--- config.mk ---
export PLATFORM = sky130hd
export DESIGN_NAME = up_core_param
export DESIGN_NICKNAME = d
export VERILOG_FILES = /design/src/rtl/up_pkg.sv /design/src/rtl/up_alu.sv /design/src/rtl/up_core_param.sv
export SDC_FILE = /design/constraint.sdc
export NUM_CORES = 1
export LEC_CHECK = 0
export ABC_AREA = 0
export ABC_CLOCK_PERIOD_IN_PS = 3700
export CAP_MARGIN = 40
export CORE_MARGIN = 5
export CORE_UTILIZATION = 47
export DETAILED_ROUTE_END_ITERATION = 16
export PLACE_DENSITY = 0.82
export SYNTH_ARGS = -nofsm -noshare
export SYNTH_HDL_FRONTEND = slang
export SYNTH_HIERARCHICAL = 1
export SYNTH_SLANG_ARGS = --single-unit
--- constraint.sdc ---
create_clock -name clock -period 3.7 [get_ports clock]
set_input_delay 0.555 -clock clock [delete_from_list [all_inputs] [get_ports clock]]
set_output_delay 0.555 -clock clock [all_outputs]
set_load 0.01 [all_outputs]
--- src/rtl/up_pkg.sv ---
// Shared definitions for the parametrised accumulator core: opcodes, FSM states, ALU ops.
package up_pkg;

    localparam logic [3:0] OP_JC    = 4'd0;
    localparam logic [3:0] OP_JNC   = 4'd1;
    localparam logic [3:0] OP_CMPI  = 4'd2;
    localparam logic [3:0] OP_CMPM  = 4'd3;
    localparam logic [3:0] OP_LIT   = 4'd4;
    localparam logic [3:0] OP_IN    = 4'd5;
    localparam logic [3:0] OP_LD    = 4'd6;
    localparam logic [3:0] OP_ST    = 4'd7;
    localparam logic [3:0] OP_JZ    = 4'd8;
    localparam logic [3:0] OP_JNZ   = 4'd9;
    localparam logic [3:0] OP_ADDI  = 4'd10;
    localparam logic [3:0] OP_ADDM  = 4'd11;
    localparam logic [3:0] OP_JMP   = 4'd12;
    localparam logic [3:0] OP_OUT   = 4'd13;
    localparam logic [3:0] OP_NANDI = 4'd14;
    localparam logic [3:0] OP_NANDM = 4'd15;

    typedef enum logic [1:0] {
        StFetch = 2'd0,
        StExec  = 2'd1,
        StWait  = 2'd2
    } state_e;

    typedef enum logic [1:0] {
        AluAdd  = 2'd0,
        AluSub  = 2'd1,
        AluNand = 2'd2,
        AluPass = 2'd3
    } alu_op_e;

    function automatic logic is_mem_op(input logic [3:0] op);
        return (op == OP_LD) || (op == OP_ST) || (op == OP_CMPM) ||
               (op == OP_ADDM) || (op == OP_NANDM);
    endfunction

endpackage

--- src/rtl/up_alu.sv ---
// Combinational ALU: add with carry-out, subtract with no-borrow carry, NAND, pass-through of b.
module up_alu
    import up_pkg::*;
#(
    parameter int unsigned DATA_W = 4
) (
    input  logic [DATA_W-1:0] i_a,
    input  logic [DATA_W-1:0] i_b,
    input  alu_op_e           i_op,
    output logic [DATA_W-1:0] o_y,
    output logic              o_c,
    output logic              o_z
);

    logic [DATA_W:0] w_sum;
    logic [DATA_W:0] w_diff;

    assign w_sum  = {1'b0, i_a} + {1'b0, i_b};
    assign w_diff = {1'b0, i_a} - {1'b0, i_b};

    always_comb begin
        o_y = i_b;
        o_c = 1'b0;
        case (i_op)
            AluAdd: begin
                o_y = w_sum[DATA_W-1:0];
                o_c = w_sum[DATA_W];
            end
            AluSub: begin
                o_y = w_diff[DATA_W-1:0];
                // Carry set means no borrow, i.e. a >= b unsigned.
                o_c = ~w_diff[DATA_W];
            end
            AluNand: o_y = ~(i_a & i_b);
            default: o_y = i_b;
        endcase
    end

    assign o_z = (o_y == '0);

endmodule

--- src/rtl/up_core_param.sv ---
// Parametrised 16-opcode accumulator core with external program ROM and data RAM.
// Define UP_RAM_WAIT_EN to let memory opcodes stall in a WAIT state until ram_ready.
module up_core_param
    import up_pkg::*;
#(
    parameter int unsigned DATA_W = 4,
    parameter int unsigned ADDR_W = 12,
    parameter int unsigned N_CH   = 2,
    parameter int unsigned CH_W   = (N_CH > 1) ? $clog2(N_CH) : 1
) (
    input  logic                     clock,
    input  logic                     reset,
    output logic [ADDR_W-1:0]        prog_addr,
    input  logic [ADDR_W+3:0]        prog_data,
    output logic [ADDR_W-1:0]        ram_addr,
    output logic [DATA_W-1:0]        ram_wdata,
    input  logic [DATA_W-1:0]        ram_rdata,
    output logic                     ram_we,
    output logic                     ram_re,
    input  logic                     ram_ready,
    input  logic [N_CH*DATA_W-1:0]   in_ports,
    output logic [N_CH*DATA_W-1:0]   out_ports,
    output logic [DATA_W-1:0]        acc,
    output logic                     c_flag,
    output logic                     z_flag,
    output logic [ADDR_W-1:0]        pc,
    output logic                     phase,
    output logic [3:0]               instr
);

    state_e                  r_state, w_state_d;
    logic [ADDR_W+3:0]       r_ir;
    logic [ADDR_W-1:0]       r_pc;
    logic [DATA_W-1:0]       r_acc;
    logic                    r_c, r_z;
    logic [N_CH*DATA_W-1:0]  r_out;

    logic [3:0]              w_op;
    logic [ADDR_W-1:0]       w_f;
    logic [DATA_W-1:0]       w_imm;
    logic [CH_W-1:0]         w_ch;
    logic [DATA_W-1:0]       w_in_sel;
    logic                    w_active, w_complete, w_done, w_taken;
    alu_op_e                 w_alu_op;
    logic [DATA_W-1:0]       w_alu_b, w_alu_y;
    logic                    w_alu_c, w_alu_z;

    assign w_op     = r_ir[ADDR_W+3:ADDR_W];
    assign w_f      = r_ir[ADDR_W-1:0];
    assign w_imm    = w_f[DATA_W-1:0];
    assign w_ch     = w_f[DATA_W +: CH_W];
    assign w_active = (r_state != StFetch);
    assign w_done   = w_active && w_complete;

`ifdef UP_RAM_WAIT_EN
    assign w_complete = !is_mem_op(w_op) || ram_ready;
`else
    logic w_unused_ready;
    assign w_unused_ready = ram_ready;
    assign w_complete     = 1'b1;
`endif

    // Channels beyond N_CH read as zero.
    always_comb begin
        w_in_sel = '0;
        for (int unsigned k = 0; k < N_CH; k++) begin
            if (w_ch == CH_W'(k)) w_in_sel = in_ports[k*DATA_W +: DATA_W];
        end
    end

    always_comb begin
        w_alu_op = AluPass;
        w_alu_b  = w_imm;
        case (w_op)
            OP_ADDI:  w_alu_op = AluAdd;
            OP_CMPI:  w_alu_op = AluSub;
            OP_NANDI: w_alu_op = AluNand;
            OP_ADDM:  begin w_alu_op = AluAdd;  w_alu_b = ram_rdata; end
            OP_CMPM:  begin w_alu_op = AluSub;  w_alu_b = ram_rdata; end
            OP_NANDM: begin w_alu_op = AluNand; w_alu_b = ram_rdata; end
            OP_LD:    w_alu_b = ram_rdata;
            OP_IN:    w_alu_b = w_in_sel;
            default:  ;
        endcase
    end

    always_comb begin
        w_taken = 1'b0;
        case (w_op)
            OP_JMP:  w_taken = 1'b1;
            OP_JC:   w_taken = r_c;
            OP_JNC:  w_taken = !r_c;
            OP_JZ:   w_taken = r_z;
            OP_JNZ:  w_taken = !r_z;
            default: w_taken = 1'b0;
        endcase
    end

    up_alu #(
        .DATA_W (DATA_W)
    ) u_alu (
        .i_a  (r_acc),
        .i_b  (w_alu_b),
        .i_op (w_alu_op),
        .o_y  (w_alu_y),
        .o_c  (w_alu_c),
        .o_z  (w_alu_z)
    );

    always_comb begin
        w_state_d = r_state;
        case (r_state)
            StFetch:        w_state_d = StExec;
            StExec, StWait: w_state_d = w_complete ? StFetch : StWait;
            default:        w_state_d = StFetch;
        endcase
    end

    always_ff @(posedge clock or negedge reset) begin
        if (!reset) r_state <= StFetch;
        else        r_state <= w_state_d;
    end

    always_ff @(posedge clock or negedge reset) begin
        if (!reset) begin
            r_ir  <= '0;
            r_pc  <= '0;
            r_acc <= '0;
            r_c   <= 1'b0;
            r_z   <= 1'b0;
            r_out <= '0;
        end else begin
            if (r_state == StFetch) r_ir <= prog_data;
            if (w_done) begin
                r_pc <= w_taken ? w_f : r_pc + ADDR_W'(1);
                case (w_op)
                    OP_LIT, OP_IN, OP_LD: r_acc <= w_alu_y;
                    OP_ADDI, OP_ADDM: begin
                        r_acc <= w_alu_y;
                        r_c   <= w_alu_c;
                        r_z   <= w_alu_z;
                    end
                    OP_CMPI, OP_CMPM: begin
                        r_c <= w_alu_c;
                        r_z <= w_alu_z;
                    end
                    OP_NANDI, OP_NANDM: begin
                        r_acc <= w_alu_y;
                        r_z   <= w_alu_z;
                    end
                    OP_OUT: begin
                        for (int unsigned k = 0; k < N_CH; k++) begin
                            if (w_ch == CH_W'(k)) r_out[k*DATA_W +: DATA_W] <= r_acc;
                        end
                    end
                    default: ;
                endcase
            end
        end
    end

    assign prog_addr = r_pc;
    assign ram_addr  = w_active ? w_f : '0;
    assign ram_wdata = r_acc;
    assign ram_we    = w_active && (w_op == OP_ST);
    assign ram_re    = w_active && is_mem_op(w_op) && (w_op != OP_ST);
    assign out_ports = r_out;
    assign acc       = r_acc;
    assign c_flag    = r_c;
    assign z_flag    = r_z;
    assign pc        = r_pc;
    assign phase     = w_active;
    assign instr     = w_op;

endmodule

==> results.md <==
- Routed vias/inst: 5.55
- Vert. Die Dim: between 80 and 90 um
- Syn Nets: 342
- Final Skew: 8.25 ps
- Total routed wirelength: 6.93 mm
- R2r setup slk: 370 ps
- DRC Markers: 0
- First-pass GRT wire length: 11.3 mm
- Final Net Count: 409
- TritonCTS Sinks: 43
- Total track usage: 0.184
- Vias in the first global route: roughly 2300
- Synth top area cells: dfrtp_1 (38%), mux2_2 (8.8%), buf_4 (5.6%), ha_1 (4.0%), nand2_1 (4.0%)
- I/O Buffers: 90
- Slew @ Worst Pin: approximately 590 ps
- Comb pwr share: 0.455
- RSZ-0062 raised after global routing: no
- CTS root buf: clkbuf_8
- CP Class: reg2reg
- Final setup margin: between 300 and 400 ps
- CP Buf/Inv Count: 1
- Die area: between 0.007 and 0.008 sq mm
- Row count: 28
- Final setup TNS: 0 ps
- DP Cell Count: 435
- Syn Area/Cell: approximately 9.4 sq um
- Final setup violation count: 0
- Initial antenna violation count: 0
- Most area-hungry cell type in the Yosys netlist: dfrtp_1
- CP max FO: 9
- Largest family of logic cells by synthesized area: simple AND/OR/NAND/NOR gates
- Seq/Total Area, Yosys: 0.383
- First-pass DRT Iterations: 5
- Worst IR Drop VDD: about 0.29 mV
- Cell Area, Synth: around 0.0028 sq mm
- Slowest CP cell: dfrtp_1
- Hold Fails Final Rpt: 0
- WP data arrival: 3510 ps
- Reg2reg start: r_ir[15]$_DFFE_PN0N_
- Mux share of post-synthesis cell area: 0.102
- Avg WL per Cell: between 15 and 20 um
- Overall power: around 0.0018 W
- Most common cell after layout, fill and taps aside: clkdlybuf4s50_1
- Pre-CTS setup slack: 284 ps
- Fmax: roughly 300 MHz
- Simple-gate share of the synthesized area: 0.189
- Post-synth EDFFs: 0
- Top_reg_cell synth: dfrtp_1
- Fraction of layout cells with a size suffix above 1: 0.128
- Crit path largest cell delay: around 470 ps
- Pin count of the biggest net entering global routing: 30
- CTS Hold Bufs: 0
- Slew margin rel.: 0.610
- HPWL after DPL: ~5.3 mm
- CTS tree: built
- Final hold slack: about 160 ps
- Reg2Reg Capture Point: z_flag$_DFFE_PN0P_
- Max capacitance violation total: 0
- Routed vias: 2459
- Post-synthesis xor/xnor area fraction: 0.00623
- Total global routing overflow: 0
- Commonest cells after routing, fill and taps aside: clkdlybuf4s50_1 (89), dfrtp_1 (43), nand2_1 (30)
- Clock latency on the worst-skew pair: between 200 and 300 ps
- CP dominant cell by count: mux2_2
- Leak: around 1.7 nW
- Fin cells: roughly 440
- Tmin final: 3330 ps
- ANT cells: 0
- Initial DRC Count: roughly 150
- Clock buffer depth: 2
- Cts repair resizes: 0
- Critical Path Sink Type: flip-flop
- Switching power: around 0.00065 W
- H-tree depth: 2
- Worst endpoint required time: 3870 ps
- Slew Limit Fails: 0
- Clock network power share: 0.158
- Sw Ratio: 0.354
- Chip width: 87.3 um
- Ys Warns: 6
- Pwr per Cell Area: 494 mW/mm^2
- Instance count of the mapped netlist: 300
- Adder-Cell Fraction of Synth Area: 0.0579
- P_int: roughly 0.0012 W
- Core Footprint: 0.00589 sq mm
- Outcome: complete, no violations
- Synth async-reset ratio: 1.00
- Clock Pin Slew Worst Setup and Hold Paths: ~90 ps
- Seq pwr share: 0.387
- Register bit count reported by yosys: 43
- Crit share post-route: 0.901
- Crit path launch type: flip-flop
- Post-synth top area share: 0.383
- Synth Area in Compound Gates: 0.158
- Worst Hold Class: in2async
- Number of antenna-violating nets in the routed design: 0
- Num CTS Buffers: 5
- Area Overhead vs Synth: 32.8%
- Initial Util: 0.478
- Routability Congestion: roughly 0.85
- Crit-path cells: nor2b_1 > maj3_1 > o22ai_1 > a21oi_1 > ha_1 > inv_1 > fa_1 > mux2_2 > o21ai_0 > nor4_2 > mux2_2
- # Post-CTS Setup Buffers: 0
- R2R depth: 11
- Delay-heaviest family, CP: adder cells
- Unique masters post-synth: 49
- Num ports: slightly above 90
==> metal layers <==
layer | wire length (um) | GRT usage | up-vias
met3 | 510 | 0.0378 | 9
met2 | 3360 | 0.301 | 100
met1 | 2950 | 0.247 | 1171
met5 | 0 | 0 | -
li1 | - | - | 1179
met4 | 112 | 0.0488 | 0
==> registers in the layout (all words and copies together), names as in the netlist <==
signal / count
r_ir: 16
c_flag: 1
acc: 4
pc: 12
z_flag: 1
r_state: 1
out_ports: 8
==> stage by stage <==
stage / utilization / cell area, sq um
after floorplan: - / 2810
after global placement: 0.612 / 3600
after detailed placement: 0.620 / 3650
after CTS: 0.634 / 3730
after global routing: 0.634 / 3730
final: 0.634 / 3730
==> layout make-up <==
class	count	area, sq um
Timing Repair Buffer	95	966
Sequential cell	43	1080
Clock buffer	6	72.6
Fill cell	502	2150
Multi-Input combinational cell	204	1440
Tap cell	75	93.8
Inverter	18	67.6
Clock inverter	2	12.5
==> cells by family after synthesis <==
logic type,count (synthesis)
buffers and inverters,53
AND/OR/NAND/NOR,102
multiplexers,26
XOR/XNOR,2
adder cells (fa/ha/maj),12
AO/OA/AOI/OAI,62
flip-flops,43
==> Yosys cell counts, types with 2 or more instances <==
master and count:
a211o_1 2, a21o_1 14, a21oi_1 10, a221o_1 6, a22oi_1 5, a31o_2 5
and2_1 10, buf_1 2, buf_2 5, buf_4 21, clkbuf_1 6, dfrtp_1 43
fa_1 2, ha_1 9, inv_1 17, mux2_2 22, mux2i_1 4, nand2_1 30
nand2b_1 4, nand3_1 9, nand3b_1 2, nand4_1 3, nor2_1 17, nor2b_1 3
nor3_1 11, o21ai_0 9, o21ai_1 2, o22ai_1 5, or4_1 2
==> worst register-to-register path, delay by kind of cell, from the launching register on <==
family	cells	cell delay (ps)
buffers and inverters	1	70
AND/OR/NAND/NOR	2	490
flip-flops	1	470
AO/OA/AOI/OAI	3	650
multiplexers	2	540
adder cells (fa/ha/maj)	3	1010
==> power by group through the flow <==
stage          Combinational, W  Clock [W]  Sequential [W]
6_report               0.000838   0.000291        0.000713
5_1_grt                0.000913   0.000314        0.000740
4_1_cts                0.000846   0.000300        0.000713
3_5_place_dp           0.000842          0        0.000721
3_3_place_gp           0.000818          0        0.000718
2_1_floorplan          0.000459          0        0.000727
==> worst max-delay path by stage <==
| stage | from | endpoint | slack [ps] | depth (start not counted) |
|---|---|---|---|---|
| after floorplan | r_ir[14]$_DFFE_PN0N_ | z_flag$_DFFE_PN0P_ | 730 | 12 |
| after global placement | ram_rdata[1] | z_flag$_DFFE_PN0P_ | 380 | 12 |
| after detailed placement | ram_rdata[0] | z_flag$_DFFE_PN0P_ | 280 | 11 |
| after CTS | r_ir[15]$_DFFE_PN0N_ | z_flag$_DFFE_PN0P_ | 390 | 11 |
| after global routing | r_ir[15]$_DFFE_PN0N_ | z_flag$_DFFE_PN0P_ | 150 | 11 |
| final | r_ir[15]$_DFFE_PN0N_ | z_flag$_DFFE_PN0P_ | 370 | 11 |
Power figures use the tool's default switching activity.
